[config.mk]
export PLATFORM = sky130hd
export DESIGN_NAME = mem_port_arbiter
export DESIGN_NICKNAME = d
export VERILOG_FILES = /design/src/rtl/mem_port_arbiter.sv
export SDC_FILE = /design/constraint.sdc
export NUM_CORES = 1
export LEC_CHECK = 0
export ABC_CLOCK_PERIOD_IN_PS = 2000
export BUFFER_PORTS_ARGS = -buffer_cell sky130_fd_sc_hd__buf_4
export CORE_AREA = 4 4 102 104
export DETAILED_ROUTE_END_ITERATION = 8
export DIE_AREA = 0 0 106 108
export PLACE_DENSITY = 0.63
export SLEW_MARGIN = 20
export SYNTH_ARGS = -nofsm -noshare
export SYNTH_HDL_FRONTEND = slang
export SYNTH_SLANG_ARGS = --single-unit
export TNS_END_PERCENT = 30
[constraint.sdc]
create_clock -name clk -period 2 [get_ports clk]
set_clock_uncertainty 0.15 [all_clocks]
set_input_delay 0.1 -clock clk [delete_from_list [all_inputs] [get_ports clk]]
set_output_delay 0.1 -clock clk [all_outputs]
set_load 0.05 [all_outputs]
[src/rtl/mem_port_arbiter.sv]
// -----------------------------------------------------------------------------
// mem_port_arbiter
//   Round-robin arbiter that shares one 32-bit memory port between two
//   requesters: requester 0 (instruction fetch) and requester 1 (load/store).
//   Each granted access occupies the port for LAT cycles (BUSY). A one-cycle
//   done strobe goes back to the granted requester (DONE), and the read data
//   captured in the last BUSY cycle is returned on rdata.
//
// Parameters
//   LAT        memory access cycles per transaction, legal range 1..15
//
// Ports
//   clk        clock, all state updates on the rising edge
//   rst        synchronous reset, active-high
//   req0/1     access request from requester 0 / 1
//   addr0/1    access address from requester 0 / 1
//   wdata0/1   write data from requester 0 / 1
//   we0/1      write enable from requester 0 / 1
//   mem_rdata  read data from memory, valid in the last BUSY cycle
//   sel        granted requester, drives the S input of the port muxes
//   mem_addr   shared port address   (sel ? addr1  : addr0)
//   mem_wdata  shared port write data (sel ? wdata1 : wdata0)
//   mem_en     shared port enable, high in every BUSY cycle
//   mem_we     shared port write enable, gated by mem_en
//   rdata      registered read data of the most recently completed access
//   done0/1    one-cycle completion strobe to requester 0 / 1
//   busy       high whenever an access is being sequenced or completed
// -----------------------------------------------------------------------------
module mem_port_arbiter #(
    parameter int unsigned LAT = 1
) (
    input  logic        clk,
    input  logic        rst,
    input  logic        req0,
    input  logic [31:0] addr0,
    input  logic [31:0] wdata0,
    input  logic        we0,
    input  logic        req1,
    input  logic [31:0] addr1,
    input  logic [31:0] wdata1,
    input  logic        we1,
    input  logic [31:0] mem_rdata,
    output logic        sel,
    output logic [31:0] mem_addr,
    output logic [31:0] mem_wdata,
    output logic        mem_en,
    output logic        mem_we,
    output logic [31:0] rdata,
    output logic        done0,
    output logic        done1,
    output logic        busy
);

    typedef enum logic [1:0] {
        ST_IDLE = 2'd0,
        ST_BUSY = 2'd1,
        ST_DONE = 2'd2
    } state_e;

    // BUSY counts down from LAT-1 to 0, so it lasts exactly LAT cycles.
    localparam logic [3:0] CNT_LOAD = 4'(LAT - 1);

    state_e      state_q;
    logic        sel_q;
    logic        last_q;
    logic [3:0]  cnt_q;
    logic [31:0] rdata_q;
    logic        done0_q;
    logic        done1_q;

    logic        grant_valid_d;
    logic        grant_d;

    // Arbitration decision, only consumed in IDLE. On contention the
    // requester that was not served last wins; otherwise the lone requester.
    // NOTE: every combinational output gets a value on every path, so no latch is inferred.
    always_comb begin
        grant_valid_d = req0 | req1;
        if (req0 && req1) begin
            grant_d = ~last_q;
        end else begin
            grant_d = req1;
        end
    end

    // NOTE: sequential state uses non-blocking assignments so every register samples pre-edge values.
    always_ff @(posedge clk) begin
        if (rst) begin
            // Reset wins over an access in flight; no done strobe is issued.
            // last starts at 1 so the first contended grant goes to requester 0.
            state_q <= ST_IDLE;
            sel_q   <= 1'b0;
            last_q  <= 1'b1;
            cnt_q   <= 4'd0;
            rdata_q <= 32'd0;
            done0_q <= 1'b0;
            done1_q <= 1'b0;
        end else begin
            // Strobes are single-cycle: cleared unless set below.
            done0_q <= 1'b0;
            done1_q <= 1'b0;
            case (state_q)
                ST_IDLE: begin
                    if (grant_valid_d) begin
                        sel_q   <= grant_d;
                        last_q  <= grant_d;
                        cnt_q   <= CNT_LOAD;
                        state_q <= ST_BUSY;
                    end
                end
                ST_BUSY: begin
                    // sel stays frozen for the whole access; a dropped
                    // request does not abort it.
                    if (cnt_q != 4'd0) begin
                        cnt_q <= cnt_q - 4'd1;
                    end else begin
                        rdata_q <= mem_rdata;
                        if (sel_q) begin
                            done1_q <= 1'b1;
                        end else begin
                            done0_q <= 1'b1;
                        end
                        state_q <= ST_DONE;
                    end
                end
                ST_DONE: begin
                    // No arbitration here: caps throughput at one access
                    // per LAT+2 cycles and lets requesters drop req.
                    state_q <= ST_IDLE;
                end
                default: begin
                    state_q <= ST_IDLE;
                end
            endcase
        end
    end

    assign sel       = sel_q;
    assign mem_addr  = sel_q ? addr1 : addr0;
    assign mem_wdata = sel_q ? wdata1 : wdata0;
    assign mem_en    = (state_q == ST_BUSY);
    // Gated with mem_en so no write can reach memory in IDLE or DONE.
    assign mem_we    = (sel_q ? we1 : we0) & mem_en;
    assign rdata     = rdata_q;
    assign done0     = done0_q;
    assign done1     = done1_q;
    assign busy      = (state_q != ST_IDLE);

endmodule

==> summary.txt, run 1 <==
Status
  • Outcome: complete, no violations

Final layout
  • Fin nets: 726
  • Fraction of layout cells with a size suffix above 1: 62.7%
  • Fill cells: 875
  • Area growth, synth to finish: 105%
  • # diodes: 0

CTS
  • Clock latency at the later pin of the worst-skew pair: 290 ps
  • CTS tree: built
  • Post CTS Setup Buffer Count: 0
  • Clock slew at reported path FFs: 70 ps
  • H-tree depth: 2
  • CTS buffer count: 5
  • # clock sinks: 42
  • Clock Path Buffers: 2
  • # resized after CTS: 0
  • CTS Root Cell: clkbuf_8

STA
  • Slew @ Worst Pin: 424 ps
  • Hold_ws: 40.2 ps
  • Final critical-path required period: 1860 ps
  • RSZ-0062 raised after global routing: no
  • Slew HR: 71.7%
  • Fin. max-slew vios: 0
  • Max Fclk: 538 MHz
  • Final Setup Violations: 0
  • Final TNS setup: 0 ps
  • Fin crit share: 92.9%
  • Fin. Hold Viols: 0

Floorplanning
  • Initial cell density of the core: 25.3%
  • Die Wd: 106 um
  • Number of placement rows: 36
  • Core footprint: 9550 sq um
  • Io pins: 268
  • Die Outline Area: 11400 sq um
  • Die Y: 108 um

Detailed routing
  • Avg Vias per Cell: 4.60
  • Iteration-0 DRC Markers: 105
  • DRC: 0
  • Post-route ant nets: 0
  • Avg WL per Cell: 16.4 um
  • Post-Route WL: 11.4 mm
  • Vias: 3176
  • Pre-antenna DRT Iters: 5

Job
  • MaxCap Viol Count: 0

GRT
  • Largest net degree at the start of global routing: 67
  • Vias in the first global route: 3121
  • Global-route wire length before repair: 16.7 mm
  • Initial antenna violation count: 0
  • Remaining global-route overflow: 0
  • All-Layer GR Usage: 18.3%

Setup path
  • CP startpoint kind: register
  • Crit path arrival time: 1610 ps
  • CP Max Fanout: 66
  • Critical Path RT: 1750 ps
  • Reg2reg setup slack: 270 ps
  • Critical path class: register to output port
  • Worst Setup End Kind: output port

Yosys
  • Avg Cell Area, Syn: 8.99 sq um
  • EDFF count, synth: 0
  • Ys flop type: dfxtp_1
  • Syn_nets: 437
  • Synth Instances: 269
  • Distinct cells, synth: 27
  • Synth top area cells: dfxtp_1, mux2_2, a21oi_1, o21ai_0, nand3_1
  • Sequential fraction of the synthesis area: 34.8%
  • Share of the synthesized area in the top cell type: 34.8%
  • Largest area contributor in the netlist: dfxtp_1
  • Share of synthesized flip-flops with an asynchronous set or reset: 0%
  • Post-Syn Area: 2420 sq um
  • Ys Warns: 0
  • #FFs+latches synth: 42

Pwr
  • Pleak: 2.30 nW
  • PD cells: 602 nW/um^2
  • Worst vdd ir: 0.454 mV

Place
  • Post-detail-place hpwl: 9.10 mm
  • Buffers on Ports: 267
  • Gpl congestion: 0.829

Worst hold path
  • Tightest Hold Check Type: input pin to register
## cells by family after synthesis
kind of cell | after synthesis | synth area share [%]
compound gates | 76 | 16.5
fa+ha+maj | 2 | 1.03
buf+inv | 32 | 5.90
flops | 42 | 34.8
mux | 65 | 30.2
simple gates | 52 | 11.6
## through the flow
stage                     util, %  area [sq um]  total power (W)  worst slack, ps  instances
after floorplan                 -          2430          0.00188             31.3        269
after global placement       47.7          4560          0.00245              343        651
after detailed placement     47.7          4560          0.00246              279        651
after CTS                    52.0          4970          0.00303              131        691
after global routing         52.0          4970          0.00313             67.6        691
final                        52.0          4970          0.00299              141        691
## flip-flops by register name, summed over array words and instances, names as in the netlist
| signal | flops |
|---|---|
| cnt_q | 4 |
| last_q | 1 |
| sel | 1 |
| state_q | 2 |
| rdata | 32 |
| done1 | 1 |
| done0 | 1 |
## final cells by class
cell class,count,area (sq um),share of cell area (%)
clock buffers,7,76.3,1.54
repair buffers,309,2410,48.6
inverters,5,18.8,0.378
well taps,133,166,3.35
multi-input cells,195,1450,29.2
flip-flops and latches,42,842,17.0
## placed cells by master (no fill, tap or decap)
| master | netlist | final |
|---|---|---|
| a211o_1 | 1 | 1 |
| a21oi_1 | 36 | 36 |
| a2bb2oi_1 | 1 | 1 |
| a32oi_1 | 1 | 1 |
| buf_12 | 0 | 1 |
| buf_4 | 0 | 275 |
| clkbuf_1 | 13 | 2 |
| clkbuf_8 | 0 | 5 |
| clkinv_1 | 1 | 1 |
| dfxtp_1 | 42 | 41 |
| dfxtp_2 | 0 | 1 |
| dlygate4sd3_1 | 0 | 33 |
| ha_1 | 2 | 2 |
| inv_1 | 4 | 4 |
| mux2_2 | 64 | 64 |
| mux2i_1 | 1 | 1 |
| nand2_1 | 2 | 2 |
| nand2b_4 | 1 | 1 |
| nand3_1 | 33 | 33 |
| nor2_1 | 6 | 5 |
| nor2_4 | 0 | 1 |
| nor3_1 | 1 | 1 |
| nor3b_1 | 3 | 2 |
| nor3b_2 | 0 | 1 |
| o21ai_0 | 35 | 35 |
| o21bai_1 | 1 | 1 |
| o221ai_1 | 1 | 1 |
| or3_1 | 2 | 2 |
| or3b_1 | 1 | 1 |
| or3b_2 | 1 | 1 |
| or4_1 | 2 | 2 |
## critical path, stage by stage, from the launching register on
cell	delay (ps)
dfxtp_2	380
buf_12	300
mux2_2	390
buf_4	200
## Yosys cell counts (2+ instances only)
| master | instances |
|---|---|
| a21oi_1 | 36 |
| buf_2 | 12 |
| clkbuf_1 | 13 |
| dfxtp_1 | 42 |
| ha_1 | 2 |
| inv_1 | 4 |
| mux2_2 | 64 |
| nand2_1 | 2 |
| nand3_1 | 33 |
| nor2_1 | 6 |
| nor3b_1 | 3 |
| o21ai_0 | 35 |
| or3_1 | 2 |
| or4_1 | 2 |
## report_power, final
group | total (W) | internal (W) | switching [W]
registers | 0.000915 | 0.000887 | 0.0000275
logic | 0.00157 | 0.000639 | 0.000932
clock network | 0.000505 | 0.000240 | 0.000265
## final timing paths
kind | start | to | depth (start not counted)
hold reg to reg | rdata[0] | rdata[0] | 2
hold / removal | req0 | sel | 4
setup / recovery | sel | mem_addr[25] | 3
setup reg to reg | cnt_q[0] | cnt_q[0] | 6
## what timing repair did
action                                  in CTS  in global routing
endpoints found under the hold margin       33                  0
endpoints found under the setup margin       0                  0
hold buffers                                33                  0
## layer usage
metal	vias to the layer above	track usage, %	part of all wire (%)
met1	1476	19.8	36
li1	1550	-	-
met2	137	34.6	54
met5	-	0	0
met4	0	5.18	2.1
met3	13	5.37	8.1
(Power assumes the default switching activity.)
==> run 2, diff against run 1 <==
Settings changed: ABC_CLOCK_PERIOD_IN_PS 2000 to 2400.
Clock period 2 ns to 2.4 ns, I/O delays scaled along.
==> run 2 against run 1 <==
Effect of this change:
- setup slack better by 180 ps
- combinational power is 17% lower
- sequential power is 16% lower
- final cell count is 0.43% lower
- sequential share of layout area hardly changed
- clock power is 13% higher
- wire length is 2.5% higher
- via count is 0.44% higher
==> summary.txt, run 2 (synthesized netlist as in run 1, its figures left out) <==
Status
  • Outcome: complete, no violations (unchanged)

Pwr
  • Pleak: 2.30 nW (about the same)
  • Final Power: 0.00264 W (was 0.00299 W)
  • Flop pwr share: 29.2% (was 30.6%)
  • Combinational group share of total power: 49.2% (was 52.5%)
  • Worst vdd ir: 0.320 mV (was 0.454 mV)
  • P_int: 0.00160 W (was 0.00177 W)
  • Switching pwr: 0.00104 W (was 0.00122 W)
  • PD cells: 532 nW/um^2 (was 602 nW/um^2)
  • Switching Fraction: 39.4% (was 40.9%)
  • Clk pwr share: 21.6% (was 16.9%)

CTS
  • # resized after CTS: 0 (unchanged)
  • H-tree depth: 2 (unchanged)
  • CTS tree: built (unchanged)
  • CTS Root Cell: clkbuf_8 (unchanged)
  • Clock slew at reported path FFs: 80 ps (was 70 ps)
  • CTS buffer count: 5 (unchanged)
  • Post CTS Setup Buffer Count: 0 (unchanged)
  • Post-CTS Hold Buffers: 33 (unchanged)
  • Clock latency at the later pin of the worst-skew pair: 290 ps (about the same)
  • # clock sinks: 42 (unchanged)
  • Clock Path Buffers: 2 (unchanged)

Setup path
  • Worst Setup End Kind: register (was output port)
  • Max incr delay on CP: 780 ps (was 390 ps)
  • R2R Path Start: cnt_q[0] (unchanged)
  • Cell family with most CP delay: simple AND/OR/NAND/NOR gates (was buffers and inverters)
  • Critical Path RT: 2410 ps (was 1750 ps)
  • WP buf/inv: 1 (was 2)
  • Critical path class: register to register (was register to output port)
  • CP Cell Sequence: inv_1 -> ha_1 -> or3b_1 -> o21ai_0 -> a21oi_1 (was buf_12 -> mux2_2 -> buf_4)
  • RR Endpoint: rdata[30] (was cnt_q[0])
  • Crit path arrival time: 2090 ps (was 1610 ps)
  • Worst Reg-to-Reg Cells: 5 (was 6)
  • CP Max Fanout: 34 (was 66)
  • CP startpoint kind: register (unchanged)
  • Reg2reg setup slack: 320 ps (was 270 ps)
  • Slowest CP cell: or3b_1 (was mux2_2)

GRT
  • Initial antenna violation count: 0 (unchanged)
  • All-Layer GR Usage: 18.6% (was 18.3%)
  • Vias in the first global route: 3186 (was 3121)
  • Met1 usage: 20.3% (was 19.8%)
  • Global-route wire length before repair: 17.2 mm (was 16.7 mm)
  • Met3 Use GR: 7.10% (was 5.37%)
  • Remaining global-route overflow: 0 (unchanged)
  • Largest net degree at the start of global routing: 42 (was 67)
  • Met2 Use GR: 33.9% (was 34.6%)
  • GR peak layer: met2 (unchanged)

Final layout
  • Commonest non-fill, non-tap cell in the layout: buf_4 (unchanged)
  • Fraction of layout cells with a size suffix above 1: 62.7% (about the same)
  • Most frequent cells in the layout: buf_4, mux2_2, dfxtp_1, a21oi_1, o21ai_0 (unchanged)
  • # diodes: 0 (unchanged)
  • Fill cells: 889 (was 875)
  • Final Instance Area: 4970 sq um (about the same)
  • Fin nets: 723 (was 726)
  • Max reg flops: 32 (unchanged)
  • Area growth, synth to finish: 106% (was 105%)

STA
  • Slew HR: 30.1% (was 71.7%)
  • RSZ-0062 raised after global routing: no (unchanged)
  • Fin. max-slew vios: 0 (unchanged)
  • Fin. Hold Viols: 0 (unchanged)
  • Max Fclk: 481 MHz
  • Final TNS setup: 0 ps (unchanged)
  • Final critical-path required period: 2080 ps
  • Slew @ Worst Pin: 1050 ps (was 424 ps)
  • Final Setup Violations: 0 (unchanged)
  • Fin crit share: 86.6%

Floorplanning
  • Core footprint: 9550 sq um (unchanged)
  • Number of placement rows: 36 (unchanged)
  • Die Y: 108 um (unchanged)
  • Initial cell density of the core: 25.3% (unchanged)
  • Die Wd: 106 um (unchanged)
  • Io pins: 268 (unchanged)
  • Die Outline Area: 11400 sq um (unchanged)

Worst hold path
  • Hold Crit Depth: 4 (unchanged)
  • Hold_sp: req0 (unchanged)
  • Sink of the worst hold path: sel (unchanged)
  • Tightest Hold Check Type: input pin to register (unchanged)

Place
  • Post-detail-place hpwl: 8.93 mm (was 9.10 mm)
  • Gpl congestion: 0.783 (was 0.829)
  • Buffers on Ports: 267 (unchanged)
  • Post-DP Area: 4530 sq um (was 4560 sq um)

Detailed routing
  • Avg WL per Cell: 16.9 um (was 16.4 um)
  • Iteration-0 DRC Markers: 184 (was 105)
  • DRC: 0 (unchanged)
  • Avg Vias per Cell: 4.64 (was 4.60)
  • Vias: 3190 (was 3176)
  • Pre-antenna DRT Iters: 4 (was 5)
  • Post-Route WL: 11.6 mm (was 11.4 mm)
  • Post-route ant nets: 0 (unchanged)

Job
  • MaxCap Viol Count: 0 (unchanged)
-- run 2: cell count changes in the layout (fill, tap and decap cells not counted) --
cell	change
nor2_4	-1
nor2_1	+1
bufinv_16	+1
buf_4	-3
clkbuf_1	-2
clkbuf_8	+1
-- run 2: area by class of cell --
type                    instances  area (sq um)  share of cell area, %
well taps                     133           166                   3.35
flip-flops and latches         42           842                   16.9
clock buffers                   6          82.6                   1.66
repair buffers                306          2390                   48.1
inverters                       5          18.8                  0.377
multi-input cells             195          1440                   29.0
clock inverters                 1          30.0                  0.604
-- run 2: power groups by stage --
stage / clock network, W / logic [W] / registers (W)
CTS: 0.000589 / 0.00131 / 0.000772
floorplan: 0 / 0.000658 / 0.000905
detailed placement: 0 / 0.00126 / 0.000787
global route: 0.000617 / 0.00136 / 0.000777
finish: 0.000571 / 0.00130 / 0.000771
global placement: 0 / 0.00125 / 0.000787
-- run 2: worst reg2reg max path, cell delays in order, from the launching register on --
cell     delay, ps
dfxtp_1        320
inv_1           90
ha_1           160
or3b_1         780
o21ai_0        340
a21oi_1        100
-- run 2: routing by layer --
layer  wire length [um]  share of wire, %
met5                  0                 0
met4                231               2.0
met3               1150               9.9
met2               5980                51
met1               4270                37
-- run 2: how the worst max path moves through the flow --
stage	from	end	cells past startpoint
6_report	cnt_q[0]	rdata[30]	5
5_1_grt	cnt_q[0]	rdata[21]	5
4_1_cts	sel	mem_addr[6]	3
3_5_place_dp	cnt_q[0]	rdata[14]	5
3_3_place_gp	cnt_q[0]	rdata[19]	5
2_1_floorplan	sel	mem_we	5
-- run 2: through the flow --
stage / utilization [%] / setup slack [ps] / hold WS [ps] / std cells
3_3_place_gp: 47.4 / 415 / 235 / 648
4_1_cts: 52.1 / 281 / 54.9 / 688
6_report: 52.1 / 321 / 65.8 / 688
2_1_floorplan: - / 152 / 118 / 269
3_5_place_dp: 47.4 / 333 / 240 / 648
5_1_grt: 52.1 / 58.0 / 71.8 / 688
==> run 3, diff against run 2 <==
Settings changed: CORE_AREA 4 4 102 104 to 4 4 101 103, CTS_BUF_LIST from default to sky130_fd_sc_hd__clkbuf_4 sky130_fd_sc_hd__clkbuf_8, DIE_AREA 0 0 106 108 to 0 0 105 107, PLACE_DENSITY 0.63 to 0.64.
==> run 3 against run 2 <==
Effect of this change:
- clock-buffer cell count stayed put
- die area down 1.9%
- combinational power hardly changed
- largest power group unchanged
- register-to-register slack improved by 370 ps
- utilization grew 1.4 points
- highest routed layer unchanged
- setup slack better by 110 ps
==> summary.txt, run 3 (synthesized netlist as in run 1, its figures left out) <==
Place
  • Post-DP Area: 4500 sq um (was 4530 sq um)
  • Setup Slack @ Placement: 695 ps (was 333 ps)
  • Post-detail-place hpwl: 8.86 mm (was 8.93 mm)
  • Dpl cells: 627 (was 648)
  • Gpl congestion: 0.761 (was 0.783)
  • Buffers on Ports: 267 (unchanged)

Setup path
  • R2R Path Start: cnt_q[0] (unchanged)
  • Worst Reg-to-Reg Cells: 6 (was 5)
  • Worst Setup End Kind: output port (was register)
  • CP Max Fanout: 42 (was 34)
  • Critical path class: register to output port (was register to register)
  • CP startpoint kind: register (unchanged)
  • Crit path arrival time: 1700 ps (was 2090 ps)
  • Critical Path RT: 2130 ps (was 2410 ps)
  • Reg2reg setup slack: 690 ps (was 320 ps)
  • RR Endpoint: rdata[23] (was rdata[30])

STA
  • Max Fclk: 507 MHz (was 481 MHz)
  • Final Setup Violations: 0 (unchanged)
  • Slew HR: 64.5% (was 30.1%)
  • RSZ-0062 raised after global routing: no (unchanged)
  • Fin crit share: 82.2% (was 86.6%)
  • Slew @ Worst Pin: 532 ps (was 1050 ps)
  • Final TNS setup: 0 ps (unchanged)
  • Final critical-path required period: 1970 ps (was 2080 ps)
  • Final worst setup slack: 428 ps (was 321 ps)
  • Fin. max-slew vios: 0 (unchanged)
  • Fin. Hold Viols: 0 (unchanged)

GRT
  • Largest net degree at the start of global routing: 43 (was 42)
  • Global-route wire length before repair: 16.8 mm (was 17.2 mm)
  • Initial antenna violation count: 0 (unchanged)
  • Vias in the first global route: 3100 (was 3186)
  • All-Layer GR Usage: 18.6% (about the same)
  • Remaining global-route overflow: 0 (unchanged)

Final layout
  • Commonest non-fill, non-tap cell in the layout: buf_4 (unchanged)
  • Max reg flops: 32 (unchanged)
  • Non-Filler Instances: 668 (was 688)
  • Fin nets: 724 (was 723)
  • Final Instance Area: 4920 sq um (was 4970 sq um)
  • Layout Utilization: 53.5% (was 52.1%)
  • Area growth, synth to finish: 103% (was 106%)
  • Most frequent cells in the layout: buf_4, mux2_2, dfxtp_1, a21oi_1, o21ai_0 (unchanged)
  • Fraction of layout cells with a size suffix above 1: 62.8% (was 62.7%)
  • Fill cells: 849 (was 889)
  • # diodes: 0 (unchanged)

Detailed routing
  • Avg Vias per Cell: 4.71 (was 4.64)
  • Pre-antenna DRT Iters: 4 (unchanged)
  • DRC: 0 (unchanged)
  • Avg WL per Cell: 17.0 um (was 16.9 um)
  • Iteration-0 DRC Markers: 183 (was 184)
  • Post-Route WL: 11.4 mm (was 11.6 mm)
  • Vias: 3149 (was 3190)
  • Post-route ant nets: 0 (unchanged)

Pwr
  • Pleak: 2.30 nW (about the same)
  • PD cells: 515 nW/um^2 (was 532 nW/um^2)
  • Worst vdd ir: 0.275 mV (was 0.320 mV)

CTS
  • Clock Path Buffers: 2 (unchanged)
  • CTS tree: built (unchanged)
  • H-tree depth: 2 (unchanged)
  • Clock latency at the later pin of the worst-skew pair: 290 ps (about the same)
  • Clock slew at reported path FFs: 80 ps (about the same)
  • CTS buffer count: 5 (unchanged)
  • CTS Root Cell: clkbuf_8 (unchanged)
  • Post CTS Setup Buffer Count: 0 (unchanged)
  • # clock sinks: 42 (unchanged)

Worst hold path
  • Sink of the worst hold path: sel (unchanged)
  • Tightest Hold Check Type: input pin to register (unchanged)
  • Hold_sp: req0 (unchanged)
  • Hold Crit Depth: 4 (unchanged)

Floorplanning
  • Core footprint: 9200 sq um (was 9550 sq um)
  • Io pins: 268 (unchanged)
  • Die Outline Area: 11200 sq um (was 11400 sq um)
  • Die Y: 107 um (was 108 um)
  • Initial cell density of the core: 26.3% (was 25.3%)
  • Die Wd: 105 um (was 106 um)
  • Number of placement rows: 35 (was 36)

Status
  • Outcome: complete, no violations (unchanged)

Job
  • MaxCap Viol Count: 0 (unchanged)
run 3: cell types whose count changed in the layout (fill, tap and decap cells not counted), sizes merged:
cell / previous run / this run
buf: 273 / 274
bufinv: 1 / 0
clkinv: 1 / 3
run 3: cell type report:
| cell class | count | area (sq um) | area share, % |
|---|---|---|---|
| Tap cell | 111 | 139 | 2.82 |
| Sequential cell | 42 | 842 | 17.1 |
| Timing Repair Buffer | 307 | 2390 | 48.5 |
| Multi-Input combinational cell | 195 | 1440 | 29.3 |
| Inverter | 5 | 18.8 | 0.382 |
| Clock inverter | 2 | 13.8 | 0.280 |
| Clock buffer | 6 | 76.3 | 1.55 |
run 3: metrics by stage:
stage	power, W	hold WS [ps]
2_1_floorplan	0.00156	118
3_3_place_gp	0.00204	235
3_5_place_dp	0.00204	242
4_1_cts	0.00256	40.6
5_1_grt	0.00264	60.5
6_report	0.00253	53.1
run 3: power breakdown:
group          internal, W  switching, W  total, W  leakage [nW]
Combinational     0.000528      0.000778   0.00131          1.91
Sequential        0.000739     0.0000219  0.000761         0.343
Clock             0.000217      0.000246  0.000463        0.0486
Total              0.00148       0.00105   0.00253          2.30
run 3: layer usage:
layer  up-vias  share of wire (%)  wire [um]  global-route usage, %
li1       1551                  -          -                      -
met1      1450                 37       4260                   20.8
met2       137                 53       5960                   34.2
met3        11                8.9       1010                   6.38
met4         0                1.0        117                   3.94
met5         -                  0          0                      0
run 3: repair_timing:
action	4_1_cts	5_1_grt
endpoints found under the hold margin	33	0
resized for setup	0	0
setup endpoints to repair	0	0
hold buffers	33	0
run 3: worst max-delay path by stage:
stage                         from             to  slack [ps]  cells after the start
after detailed placement  cnt_q[0]      rdata[23]         690                      6
after floorplan                sel         mem_we         150                      5
after global routing           sel  mem_wdata[19]         360                      3
final                          sel   mem_addr[31]         430                      3
after CTS                      sel   mem_addr[31]         410                      3
after global placement    cnt_q[0]      rdata[12]         740                      6
run 3: worst max-delay path: stages, from the launching register on:
cell and delay, ps:
dfxtp_2 330, buf_4 450, mux2_2 420, buf_4 200
